$ cat config.mk
export PLATFORM = sky130hd
export DESIGN_NAME = gps_uart_rx
export DESIGN_NICKNAME = d
export VERILOG_FILES = /design/src/rtl/gps_pkg.sv /design/src/rtl/bit_sync.sv /design/src/rtl/gps_uart_rx.sv
export SDC_FILE = /design/constraint.sdc
export NUM_CORES = 1
export LEC_CHECK = 0
export CAP_MARGIN = 20
export CORE_MARGIN = 4
export CORE_UTILIZATION = 50
export CTS_CLUSTER_DIAMETER = 60
export DETAILED_ROUTE_END_ITERATION = 12
export PLACE_DENSITY = 0.75
export SETUP_SLACK_MARGIN = 0.2
export SYNTH_ARGS = -nofsm -noshare
export SYNTH_HDL_FRONTEND = slang
export SYNTH_SLANG_ARGS = --single-unit
export TNS_END_PERCENT = 10
$ cat constraint.sdc
create_clock -name clk -period 2.61 [get_ports clk]
set_input_delay 0.783 -clock clk [delete_from_list [all_inputs] [get_ports clk]]
set_output_delay 0.783 -clock clk [all_outputs]
set_load 0.05 [all_outputs]
$ cat src/rtl/gps_pkg.sv
// Shared definitions for the GPS serial front end: receiver states and the
// default clock/baud constants also used by gps_interpreter.
package gps_pkg;

    localparam int DEFAULT_CLK_FREQ = 50_000_000;
    localparam int DEFAULT_BAUD     = 9600;

    typedef enum logic [2:0] {
        IDLE,
        START,
        DATA,
        STOP,
        WAIT_HIGH
    } rx_state_t;

    // Width needed to hold the value cpb-1 (at least one bit).
    function automatic int cnt_width(input int cpb);
        return (cpb > 2) ? $clog2(cpb) : 1;
    endfunction

endpackage

$ cat src/rtl/bit_sync.sv
// Two-flop synchronizer for a single asynchronous level; both flops reset to 1
// so an idle-high line shows no edge coming out of reset.
module bit_sync (
    input  logic clk,
    input  logic reset,
    input  logic d,
    output logic q
);

    logic meta;

    always_ff @(posedge clk) begin
        if (reset) begin
            meta <= 1'b1;
            q    <= 1'b1;
        end else begin
            // NOTE: non-blocking so q takes the old meta, giving two real stages.
            meta <= d;
            q    <= meta;
        end
    end

endmodule

$ cat src/rtl/gps_uart_rx.sv
// 8N1 UART receiver for the GPS module: samples each bit at its centre and
// emits a one-cycle data_valid or framing_error pulse per frame.
module gps_uart_rx
    import gps_pkg::*;
#(
    parameter int CLK_FREQ = DEFAULT_CLK_FREQ,
    parameter int BAUD     = DEFAULT_BAUD
) (
    input  logic       clk,
    input  logic       reset,
    input  logic       rx,
    output logic [7:0] data,
    output logic       data_valid,
    output logic       framing_error,
    output logic       busy
);

    localparam int CPB  = CLK_FREQ / BAUD;
    localparam int HCPB = CPB / 2;
    localparam int CW   = cnt_width(CPB);

    localparam logic [CW-1:0] CPB_LAST  = CW'(CPB - 1);
    localparam logic [CW-1:0] HCPB_LAST = CW'(HCPB - 1);

    logic            rx_s;
    rx_state_t       state, state_n;
    logic [CW-1:0]   cnt, cnt_n;
    logic [2:0]      bit_idx, bit_idx_n;
    logic [7:0]      shift, shift_n;
    logic            good_stop, bad_stop;

    bit_sync u_sync (
        .clk   (clk),
        .reset (reset),
        .d     (rx),
        .q     (rx_s)
    );

    always_ff @(posedge clk) begin
        if (reset) begin
            state         <= IDLE;
            cnt           <= '0;
            bit_idx       <= '0;
            shift         <= '0;
            data          <= 8'h00;
            data_valid    <= 1'b0;
            framing_error <= 1'b0;
        end else begin
            state         <= state_n;
            cnt           <= cnt_n;
            bit_idx       <= bit_idx_n;
            shift         <= shift_n;
            data_valid    <= good_stop;
            framing_error <= bad_stop;
            if (good_stop)
                data <= shift;
        end
    end

    always_comb begin
        // NOTE: every output gets a default first so no latch is inferred.
        state_n   = state;
        cnt_n     = cnt + 1'b1;
        bit_idx_n = bit_idx;
        shift_n   = shift;
        good_stop = 1'b0;
        bad_stop  = 1'b0;

        case (state)
            IDLE: begin
                cnt_n = '0;
                if (!rx_s)
                    state_n = START;
            end
            START: begin
                // Half a bit in: still low means a real start bit, else a glitch.
                if (cnt == HCPB_LAST) begin
                    cnt_n     = '0;
                    bit_idx_n = '0;
                    state_n   = rx_s ? IDLE : DATA;
                end
            end
            DATA: begin
                if (cnt == CPB_LAST) begin
                    cnt_n     = '0;
                    shift_n   = {rx_s, shift[7:1]};
                    bit_idx_n = bit_idx + 3'd1;
                    if (bit_idx == 3'd7)
                        state_n = STOP;
                end
            end
            STOP: begin
                if (cnt == CPB_LAST) begin
                    cnt_n = '0;
                    if (rx_s) begin
                        state_n   = IDLE;
                        good_stop = 1'b1;
                    end else begin
                        state_n  = WAIT_HIGH;
                        bad_stop = 1'b1;
                    end
                end
            end
            WAIT_HIGH: begin
                // A line held low (break) must return high before a new start.
                cnt_n = '0;
                if (rx_s)
                    state_n = IDLE;
            end
            default: begin
                state_n = IDLE;
                cnt_n   = '0;
            end
        endcase
    end

    assign busy = (state != IDLE);

endmodule

Word-level counts from Yosys, hierarchy flattened

Cells that the tools add are included.

Bits in registers: 39
Latch bits: 0
RAM bits: 0
Bits in read-only memories: 0
Input port bits: 3
Output and inout bits: 11
Memories: 0

$add $sub $neg: 2
Multiply operators: 0
Divide/modulo/power cells: 0
$lt $le $gt $ge: 0
Equality and inequality tests: 13
Shifts and indexed selects: 0
Multiplexer cells: 19
Bitwise operators: 2
Reductions and logical operators: 8

Operators with widths:

| cell                                                                    | count |
|---|---|
| 3-bit two-way mux                                                       | 9 |
| 13-bit two-way mux                                                      | 2 |
| 13-bit case mux with 2 select lines                                     | 1 |
| 3-bit case mux with 5 select lines                                      | 1 |
| 13-bit by 1-bit adder with 13-bit output, second input constant         | 1 |
| 13-bit by 12-bit equality test with 1-bit output, second input constant | 1 |
| 13-bit equality test, second input constant                             | 1 |
| 2-bit != test, second input constant                                    | 5 |
| 3-bit by 2-bit equality test with 1-bit output, second input constant   | 2 |
| 3-bit equality test, second input constant                              | 2 |
| 3-bit case mux with 2 select lines                                      | 1 |
| 6-bit AND reduction                                                     | 1 |
| 1-bit two-way mux                                                       | 4 |
| 3-bit by 1-bit adder with 3-bit output, second input constant           | 1 |
| 3-bit by 1-bit equality test with 1-bit output, second input constant   | 1 |
| 3-bit zero test                                                         | 1 |
| 3-bit AND reduction                                                     | 1 |
| 3-bit nonzero test                                                      | 1 |
| 3-bit OR reduction                                                      | 1 |
| 2-bit two-way mux                                                       | 1 |
| 2-bit by 1-bit != test with 1-bit output, second input constant         | 1 |
| 1-bit NOT                                                               | 2 |
| 2-bit AND reduction                                                     | 1 |
| 2-bit nonzero test                                                      | 1 |
| 2-bit OR reduction                                                      | 1 |

Longest topological paths before layout

Depth in word-level cells: 4
Gate-level depth with buffers: 6
Mapped depth without buffers: 5

Cells and area by module

Synthesis repeated with hierarchy kept, for this count alone.

Cells, all modules: 193
Area total of the unflattened synthesis: 1715.4 um2

By module, submodules not included:

| module      | instances | cells each | area an instance (um2) | seq. area each (um2) |
|---|---|---|---|---|
| gps_uart_rx | 1         | 189        | 1662.8                 | 740.7 |
| bit_sync    | 1         | 4          | 52.6                   | 40.0 |

Worst setup path after synthesis

Ideal clock, no wire load.

Kind: register -> output
Start point: register state[2]
End point: output busy
Arrival time: 1112 ps
Required time: 1827 ps
Setup slack: 715 ps
Stages on the path, launching flop included: 3
Path buffers: 1
Cells stage by stage: dfxtp_1 -> buf_2 -> or3_2

Cells in the longest elaborated chain, start to end: 1

RTL lines:

| element                | line               | RTL |
|---|---|---|
| start, declared        | gps_uart_rx.sv:26  | `rx_state_t state, state_n;` |
| start signal, assigned | gps_uart_rx.sv:49  | `state <= state_n;` |
| 3-bit nonzero test     | gps_uart_rx.sv:117 | `assign busy = (state != IDLE);` |
| end, declared          | gps_uart_rx.sv:15  | `output logic busy` |

No other way between the ends.

Final worst setup path

Same ends and word-level chain as after synthesis.

==> metrics <==
drc violations 0; fin cells between 200 and 250; final hold vios 0; synthesized flop and latch total 39; Clock Sinks 39; Syn Inst Count between 150 and 200; Synth top area share 43.9%; Final setup viols 0; CP top delay family simple AND/OR/NAND/NOR gates; Final #Nets just under 200; Worst path max stage delay 0.52 ns; 1st-iter DRT viols 102; Max Cap Viol 0; port bufs 13; syn_nets 187; first-pass iteration count of the detailed router 4; PwrDens ~550 nW/µm²; Seq/Total Area, Yosys 43.9%; top cells by area, synth dfxtp_1 (44%), mux2i_1 (9.0%), nor2_1 (4.9%); Die Ht 67.6 µm; Synth area leader dfxtp_1; Hold Path End u_sync.q; hold path cells 1; vias per cell 5.35; Worst R2R End cnt[4]; crit share post-route 89.0%; Final ANT Viol Nets 0; Resized Gates After CTS 0; Post-Syn Area per Cell 9.82 µm²; crit path max fanout 13; clock transition at the registers of the reported paths 0.12 ns; setup TNS 0 ns; R2R setup slack 0.61 ns; initial antenna violation count 0; die area ~4600 µm²; worst setup path class reg -> out; Post-Syn Area 1780 µm²; DP HPWL 2160 µm; measured slew at the worst slew-check pin 0.787 ns; post-CTS setup buffer count 0; area of the core 3390 µm²; maximum vdd drop 0.379 mV; worst path cell trace or3_2 -> buf_4; Crit-path slowest cell or3_2; die span in x roughly 68 µm; yosys warns 0; CP Capture Type output pin; Starting Density 52.4%; CTS HTree Levels 2; pin count of the biggest net entering global routing 26; R2R depth 5; Overall Global Routing Usage between 15 and 20%; CTS tree done; row cnt 21; Distinct cells, synth 42; Area Growth Syn to Fin 9.93%; first-pass GRT wire length 5130 µm; fmax 430 MHz; worst reg2reg startpoint cnt[0]; GPL Wtd Cong 0.847; share of cells above drive strength 1 17.2%; worst hold-check path type reg -> reg; hold buffers post-CTS 0; clk root buf clkbuf_4; drt total wl 3070 µm; CTS max path bufs 2; Post-synth EDFFs 0; Critical Path Start Type flip-flop; wire length per cell around 13 µm; Num CTS Buffers 5; Slew Limit Headroom 47.6%; hold_sp u_sync.meta; vias in the first global route 1132; min Tclk post-route 2.32 ns; clk_lat worst skew 0.35 ns; diode count 0; IO Pins 14; CP Data Required Time 1.83 ns; final slew viol count 0; dpl cells 230; Fin Clk Skew 0.00980 ns; WP buf/inv 1; RSZ-0062 raised after global routing no; vias about 1300; crit path DAT 1.54 ns; grt total ovfl 0; status finished clean; Leak Pwr between 0.0007 and 0.0008 µW; async set-reset flop share out of synthesis 0%; most common flop cell mapped by yosys dfxtp_1
[worst max-delay path by stage]
| stage | slack [ns] | start | endpoint | cells past startpoint |
|---|---|---|---|---|
| 4_1_cts | 0.28 | state[2] | busy | 2 |
| 3_5_place_dp | 0.62 | cnt[0] | cnt[5] | 5 |
| 6_report | 0.29 | state[2] | busy | 2 |
| 3_3_place_gp | 0.67 | reset | cnt[12] | 4 |
| 2_1_floorplan | 0.72 | state[2] | busy | 2 |
| 5_1_grt | 0.24 | state[2] | busy | 2 |
[kinds of logic after synthesis]
kind of cell    synth area share [%]
simple gates                    26.6
flops                           43.9
buf+inv                         5.77
mux                             9.01
compound gates                  6.62
xor+xnor                        5.92
fa+ha+maj                       2.11
[registers in the layout, indices dropped and copies added (netlist names)]
register	count
u_sync.q	1
shift	8
state	3
data	8
framing_error	1
bit_idx	3
data_valid	1
cnt	13
u_sync.meta	1
[placed cells by master, fill, tap and decap left out, types with 5 or more instances in the layout]
master,n
clkbuf_4,5
clkdlybuf4s50_1,12
dfxtp_1,39
inv_1,5
mux2i_1,16
nand2_1,7
nand3_1,8
nor2_1,23
nor2_2,9
nor3_1,10
xnor2_1,9
[cell usage after synthesis (2+ instances only)]
library cell and n:
ha_1 3, and4bb_2 2, mux2i_1 16, clkbuf_1 3
inv_1 5, xnor2_1 9, nand4_1 3, dfxtp_1 39
nor2_1 23, xor2_1 3, buf_6 4, nor2_2 9
nand2_1 7, a21o_1 3, nor4_1 2, a21oi_1 3
or2_2 2, nor3_1 10, nor4b_2 2, nand3_1 8
buf_4 3, a211oi_1 2
[per-stage QoR]
step / total power (µW) / hold WS [ns] / area [µm²] / worst slack [ns] / util [%]
2_1_floorplan: 736 / 0.389 / 1780 / 0.715 / -
3_3_place_gp: 741 / 0.403 / 1890 / 0.671 / 55.6
3_5_place_dp: 746 / 0.397 / 1890 / 0.625 / 55.6
4_1_cts: 1080 / 0.430 / 1950 / 0.285 / 57.6
5_1_grt: 1110 / 0.443 / 1950 / 0.240 / 57.6
6_report: 1070 / 0.431 / 1950 / 0.287 / 57.6
[layer usage]
metal | part of all wire, % | GRT usage [%] | up-vias | wire [µm]
li1 | - | - | 644 | -
met1 | 46 | 18.4 | 597 | 1410
met2 | 47 | 23.1 | 25 | 1440
met3 | 5.0 | 5.16 | 8 | 152
met4 | 2.1 | 8.86 | 0 | 65
met5 | 0 | 0 | - | 0
[power breakdown]
part	total [µW]	internal, µW	switching, µW
clock network	337	133	204
registers	622	604	17.8
logic	109	42.0	67.0
total	1070	779	289
[layout make-up]
class | instances | area (µm²)
clock inverter | 2 | 16.3
timing repair buffer | 14 | 135
tap | 46 | 57.6
fill | 298 | 1440
clock buffer | 6 | 51.3
sequential | 39 | 781
multi-input combinational | 126 | 893
inverter | 5 | 18.8
[worst register-to-register path, delay by kind of cell, from the launching register on]
| family | cells | cell delay, ns |
|---|---|---|
| adders and majority gates | 1 | 0.26 |
| AOI/OAI and AO/OA | 2 | 0.78 |
| DFF | 1 | 0.38 |
| and+or+nand+nor | 2 | 0.45 |
Power figures use the tool's default switching activity.
